## src/rtl/dcache_dptw_rd_responder.sv

```systemverilog
// DCache-side responder for the data-MMU page-table-walker read port.
// Looks up one PTE doubleword, refilling and retrying on a miss, then pulses Done.
`ifndef DATA_TYPE__LEN
`define DATA_TYPE__LEN 3
`endif
`ifndef DATA_TYPE_D
`define DATA_TYPE_D 3'd3
`endif

module dcache_dptw_rd_responder #(
  parameter int PADDR_WIDTH = 56,
  parameter int LINE_BYTES  = 64,
  parameter int MAX_RETRY   = 3
) (
  input  logic                       clk,
  input  logic                       rst,
  input  logic                       DCache_RdReq_DPTW_Valid,
  input  logic [PADDR_WIDTH-1:0]     DCache_RdReq_DPTW_Paddr,
  input  logic [`DATA_TYPE__LEN-1:0] DCache_RdReq_DPTW_DataType,
  output logic [63:0]                DCache_RdResp_DPTW_Data,
  output logic                       DCache_RdResp_DPTW_Done,
  output logic                       DCache_RdResp_DPTW_Error,
  input  logic                       ptw_abort,
  output logic                       lk_req,
  output logic [PADDR_WIDTH-1:0]     lk_paddr,
  input  logic                       lk_gnt,
  input  logic                       lk_resp_valid,
  input  logic                       lk_resp_hit,
  input  logic [63:0]                lk_resp_data,
  output logic                       refill_req,
  output logic [PADDR_WIDTH-1:0]     refill_paddr,
  input  logic                       refill_ack,
  input  logic                       refill_done,
  input  logic                       refill_err
);

  localparam int RETRY_W = $clog2(MAX_RETRY + 1);
  localparam logic [RETRY_W-1:0]     MAX_RETRY_C = RETRY_W'(MAX_RETRY);
  localparam logic [PADDR_WIDTH-1:0] LINE_MASK   = PADDR_WIDTH'(LINE_BYTES - 1);

  typedef enum logic [2:0] {
    IDLE    = 3'd0,
    LK_REQ  = 3'd1,
    LK_WAIT = 3'd2,
    RF_REQ  = 3'd3,
    RF_WAIT = 3'd4,
    RESP    = 3'd5,
    RELEASE = 3'd6
  } state_e;

  state_e                 state_q, state_d;
  logic [PADDR_WIDTH-1:0] addr_q, addr_d;
  logic [RETRY_W-1:0]     retry_q, retry_d;
  logic [63:0]            data_q, data_d;
  logic                   err_q, err_d;

  always_ff @(posedge clk) begin
    if (!rst) begin
      state_q <= IDLE;
      addr_q  <= '0;
      retry_q <= '0;
      data_q  <= '0;
      err_q   <= 1'b0;
    end else begin
      state_q <= state_d;
      addr_q  <= addr_d;
      retry_q <= retry_d;
      data_q  <= data_d;
      err_q   <= err_d;
    end
  end

  // Abort is checked ahead of every other transition so it also beats a same-cycle hit.
  always_comb begin
    state_d = state_q;
    addr_d  = addr_q;
    retry_d = retry_q;
    data_d  = data_q;
    err_d   = err_q;
    if (ptw_abort && state_q != IDLE && state_q != RELEASE) begin
      state_d = RELEASE;
    end else begin
      unique case (state_q)
        IDLE: begin
          if (DCache_RdReq_DPTW_Valid && !ptw_abort) begin
            addr_d  = DCache_RdReq_DPTW_Paddr;
            retry_d = '0;
            data_d  = '0;
            if (DCache_RdReq_DPTW_Paddr[2:0] != 3'b000 ||
                DCache_RdReq_DPTW_DataType != `DATA_TYPE_D) begin
              err_d   = 1'b1;
              state_d = RESP;
            end else begin
              err_d   = 1'b0;
              state_d = LK_REQ;
            end
          end
        end
        LK_REQ: if (lk_gnt) state_d = LK_WAIT;
        LK_WAIT: begin
          if (lk_resp_valid) begin
            if (lk_resp_hit) begin
              data_d  = lk_resp_data;
              state_d = RESP;
            end else if (retry_q < MAX_RETRY_C) begin
              retry_d = retry_q + RETRY_W'(1);
              state_d = RF_REQ;
            end else begin
              err_d   = 1'b1;
              state_d = RESP;
            end
          end
        end
        RF_REQ: if (refill_ack) state_d = RF_WAIT;
        RF_WAIT: begin
          if (refill_done) begin
            if (refill_err) begin
              err_d   = 1'b1;
              state_d = RESP;
            end else begin
              state_d = LK_REQ;
            end
          end
        end
        RESP:    state_d = RELEASE;
        RELEASE: if (!DCache_RdReq_DPTW_Valid) state_d = IDLE;
        default: state_d = IDLE;
      endcase
    end
  end

  assign lk_req                   = (state_q == LK_REQ);
  assign lk_paddr                 = lk_req ? addr_q : '0;
  assign refill_req               = (state_q == RF_REQ);
  assign refill_paddr             = refill_req ? (addr_q & ~LINE_MASK) : '0;
  assign DCache_RdResp_DPTW_Done  = (state_q == RESP);
  assign DCache_RdResp_DPTW_Error = DCache_RdResp_DPTW_Done && err_q;
  assign DCache_RdResp_DPTW_Data  = DCache_RdResp_DPTW_Done ? data_q : 64'd0;

endmodule
```

## config.mk

```make
export PLATFORM = sky130hd
export DESIGN_NAME = dcache_dptw_rd_responder
export DESIGN_NICKNAME = d
export VERILOG_FILES = /design/src/rtl/dcache_dptw_rd_responder.sv
export SDC_FILE = /design/constraint.sdc
export NUM_CORES = 1
export LEC_CHECK = 0
export ABC_AREA = 1
export BUFFER_PORTS_ARGS = -buffer_cell sky130_fd_sc_hd__buf_4
export CORE_ASPECT_RATIO = 2
export CORE_MARGIN = 3
export CORE_UTILIZATION = 30
export DETAILED_ROUTE_END_ITERATION = 8
export GPL_TIMING_DRIVEN = 1
export SLEW_MARGIN = 30
export SYNTH_ARGS = -nofsm -noshare
export SYNTH_HDL_FRONTEND = slang
export SYNTH_SLANG_ARGS = --single-unit
```

## constraint.sdc

```tcl
create_clock -name clk -period 2.01 [get_ports clk]
set_input_delay 0.1005 -clock clk [delete_from_list [all_inputs] [get_ports clk]]
set_output_delay 0.1005 -clock clk [all_outputs]
set_load 0.005 [all_outputs]
```

==> qor.csv <==
metric;value;unit
Die Area;21080;um2
hold path cells;3;
crit share post-route;0.9239;
initial DRC count;225;
most frequent cells in the layout;buf_4 (316), nor2_1 (188), nand2_1 (147), inv_1 (135), a21oi_1 (127);
Seq/Total Area, Yosys;0.4362;
Total Routed Length;19970;um
Placer Congestion;0.8711;
wire length per cell;12.86;um
worst r2r src;state_q[0]$_SDFFE_PP0P_;
hold path endpoint;addr_q[4]$_SDFFE_PN0P_;
GRT Util Overall;0.1859;
most common cell after layout, fill and taps aside;buf_4;
CTS tree;done;
CP Data Required Time;1.91;ns
hold path start;DCache_RdReq_DPTW_Paddr[4];
first-pass iteration count of the detailed router;4;
hold_ws;0.009268;ns
ANT cells;0;
FF+latch count, synth;126;
worst-case clock buffer depth;2;
leakage power;0.004258;uW
Vias/cell;4.346;
Setup crit end kind;primary output;
Die Width;104.2;um
main combinational cell family by area after synthesis;simple AND/OR/NAND/NOR gates;
Post-CTS Setup Bufs;0;
Routed Antenna Nets;0;
Final nets;1418;
Fin. Hold Viols;0;
RSZ-0062 raised after global routing;false;
worst reg-to-reg path cell count;8;
Post-Route Utilization;0.5347;
depth of the CTS H-tree;4;
Core ar.;18830;um2
compound-cell area share of the yosys netlist;0.1603;
CP startpoint kind;register;
Placed Area;8272;um2
R2R setup slack;0.32;ns
Root Driver;clkbuf_16;
RR Endpoint;data_q[15]$_SDFFE_PN0P_;
Tot Pwr;9067;uW
number of max-cap violations;0;
initial antenna violation count;0;
dpl hpwl;13770;um
simple-gate share of the synthesized area;0.2553;
worst clock skew;0.006949;ns
Arrival @ worst endpoint;1.76;ns
Port Buffers;306;
max-slew violation count;0;
CTS buffer count;17;
Ys Warns;0;
Syn Area/Cell;6.535;um2
Setup Viol. Count Final;0;
Syn Inst Count;885;
Worst Path Max Fanout;56;
Hold Path Class;input port to register;
via count;6745;
maximum vdd drop;0.5623;mV
share of cells above drive strength 1;0.2945;
post-synthesis mux area share;0;
# clock sinks;126;
Max Clock Freq;0.5385;GHz
Worst Path Class, Setup;register to primary output;
pin count of the biggest net entering global routing;65;
post-synth cell types;23;
pwr/cell area;900.3;nW/um2
Die Ht;202.4;um
first-pass GRT wire length;32040;um
xor-xnor portion of the synthesized cell area;0;
fin area;10070;um2
initial core utilization;0.3071;
# IOs;313;
worst skew pair latency;0.41;ns
Row Count;71;
post-synthesis adder-cell area fraction;0.002164;
grt total ovfl;0;
status;completed;
Period minus WS final;1.857;ns
area of the mapped netlist;5783;um2
DRC;0;
post-route setup TNS;0;ns
Layout area overhead;74.15;%
vias in the first global route;6629;
clock slew at reported path FFs;0.06;ns
[worst max-delay path by stage]
stage                            start                      end  slack [ns]
5_1_grt        state_q[0]$_SDFFE_PP0P_             lk_paddr[47]       0.002
2_1_floorplan  state_q[2]$_SDFFE_PN0P_  data_q[51]$_SDFFE_PN0P_        0.43
3_5_place_dp   state_q[2]$_SDFFE_PN0P_  data_q[12]$_SDFFE_PN0P_        0.25
3_3_place_gp   state_q[2]$_SDFFE_PN0P_  data_q[16]$_SDFFE_PN0P_        0.26
6_report       state_q[0]$_SDFFE_PP0P_             lk_paddr[47]        0.15
4_1_cts        state_q[0]$_SDFFE_PP0P_             lk_paddr[50]        0.03
[layer usage]
metal  GRT usage  routed length (um)  vias to the layer above
li1            -                   -                     3474
met1      0.1849                7270                     3014
met2      0.3601               11170                      223
met3     0.04474                1018                       34
met4     0.07941                 512                        0
met5           0                   0                        -
[critical path, cell delays in order, from the launching register on]
cell and delay [ns]:
dfxtp_2 0.40, nand2_1 0.13, nor2_2 0.17, clkinv_1 0.13, buf_12 0.19, nor2_1 0.16, buf_4 0.13
[synthesized netlist by cell type]
cell type	number	area (um2)
a21oi_1	127	635.6
a31oi_1	1	6.260
buf_1	4	15.01
buf_2	9	45.04
buf_4	6	45.04
buf_6	6	67.56
clkbuf_1	37	138.9
conb_1	1	3.750
dfxtp_1	126	2522
ha_1	1	12.51
inv_1	138	518.0
inv_2	3	11.26
nand2_1	148	555.5
nand2_2	12	75.07
nand3_1	10	50.05
nand3_2	2	20.02
nand3_4	1	17.52
nand4_1	1	6.260
nor2_1	190	713.2
nor2_2	2	12.51
nor3_1	2	10.01
nor3_4	1	16.27
o21ai_0	57	285.3
[cell type report]
cell class | instances | area (um2)
Clock buffer | 19 | 452.9
Inverter | 141 | 534.3
Timing Repair Buffer | 437 | 3628
Sequential cell | 126 | 2526
Multi-Input combinational cell | 561 | 2446
Fill cell | 1852 | 8762
Clock inverter | 13 | 163.9
Tap cell | 255 | 319.1
[sequential cells by signal (all words and copies together) (netlist names)]
signal   count
addr_q      56
data_q      64
err_q        1
retry_q      2
state_q      3
[per-stage QoR]
step,setup WS (ns),std cells
after floorplan,0.4346,890
after global placement,0.2639,1404
after detailed placement,0.2526,1404
after CTS,0.03407,1552
after global routing,0.002010,1552
final,0.1529,1552
[timing repair]
| action | in CTS | in global routing |
|---|---|---|
| endpoints found under the hold margin | 116 | 0 |
| hold buffers | 116 | 0 |
| setup endpoints to repair | 107 | 146 |
| resized for setup | 3 | 6 |
[cell families after synthesis]
family | count (synthesis)
compound gates | 185
buf+inv | 203
other cells | 1
simple gates | 369
fa+ha+maj | 1
flops | 126
[where the power goes]
part / total, uW / internal [uW] / switching, uW
combinational: 2920 / 1090 / 1820
clock: 3170 / 2020 / 1150
sequential: 2980 / 2830 / 153
total: 9070 / 5940 / 3130
Power figures use the tool's default switching activity.
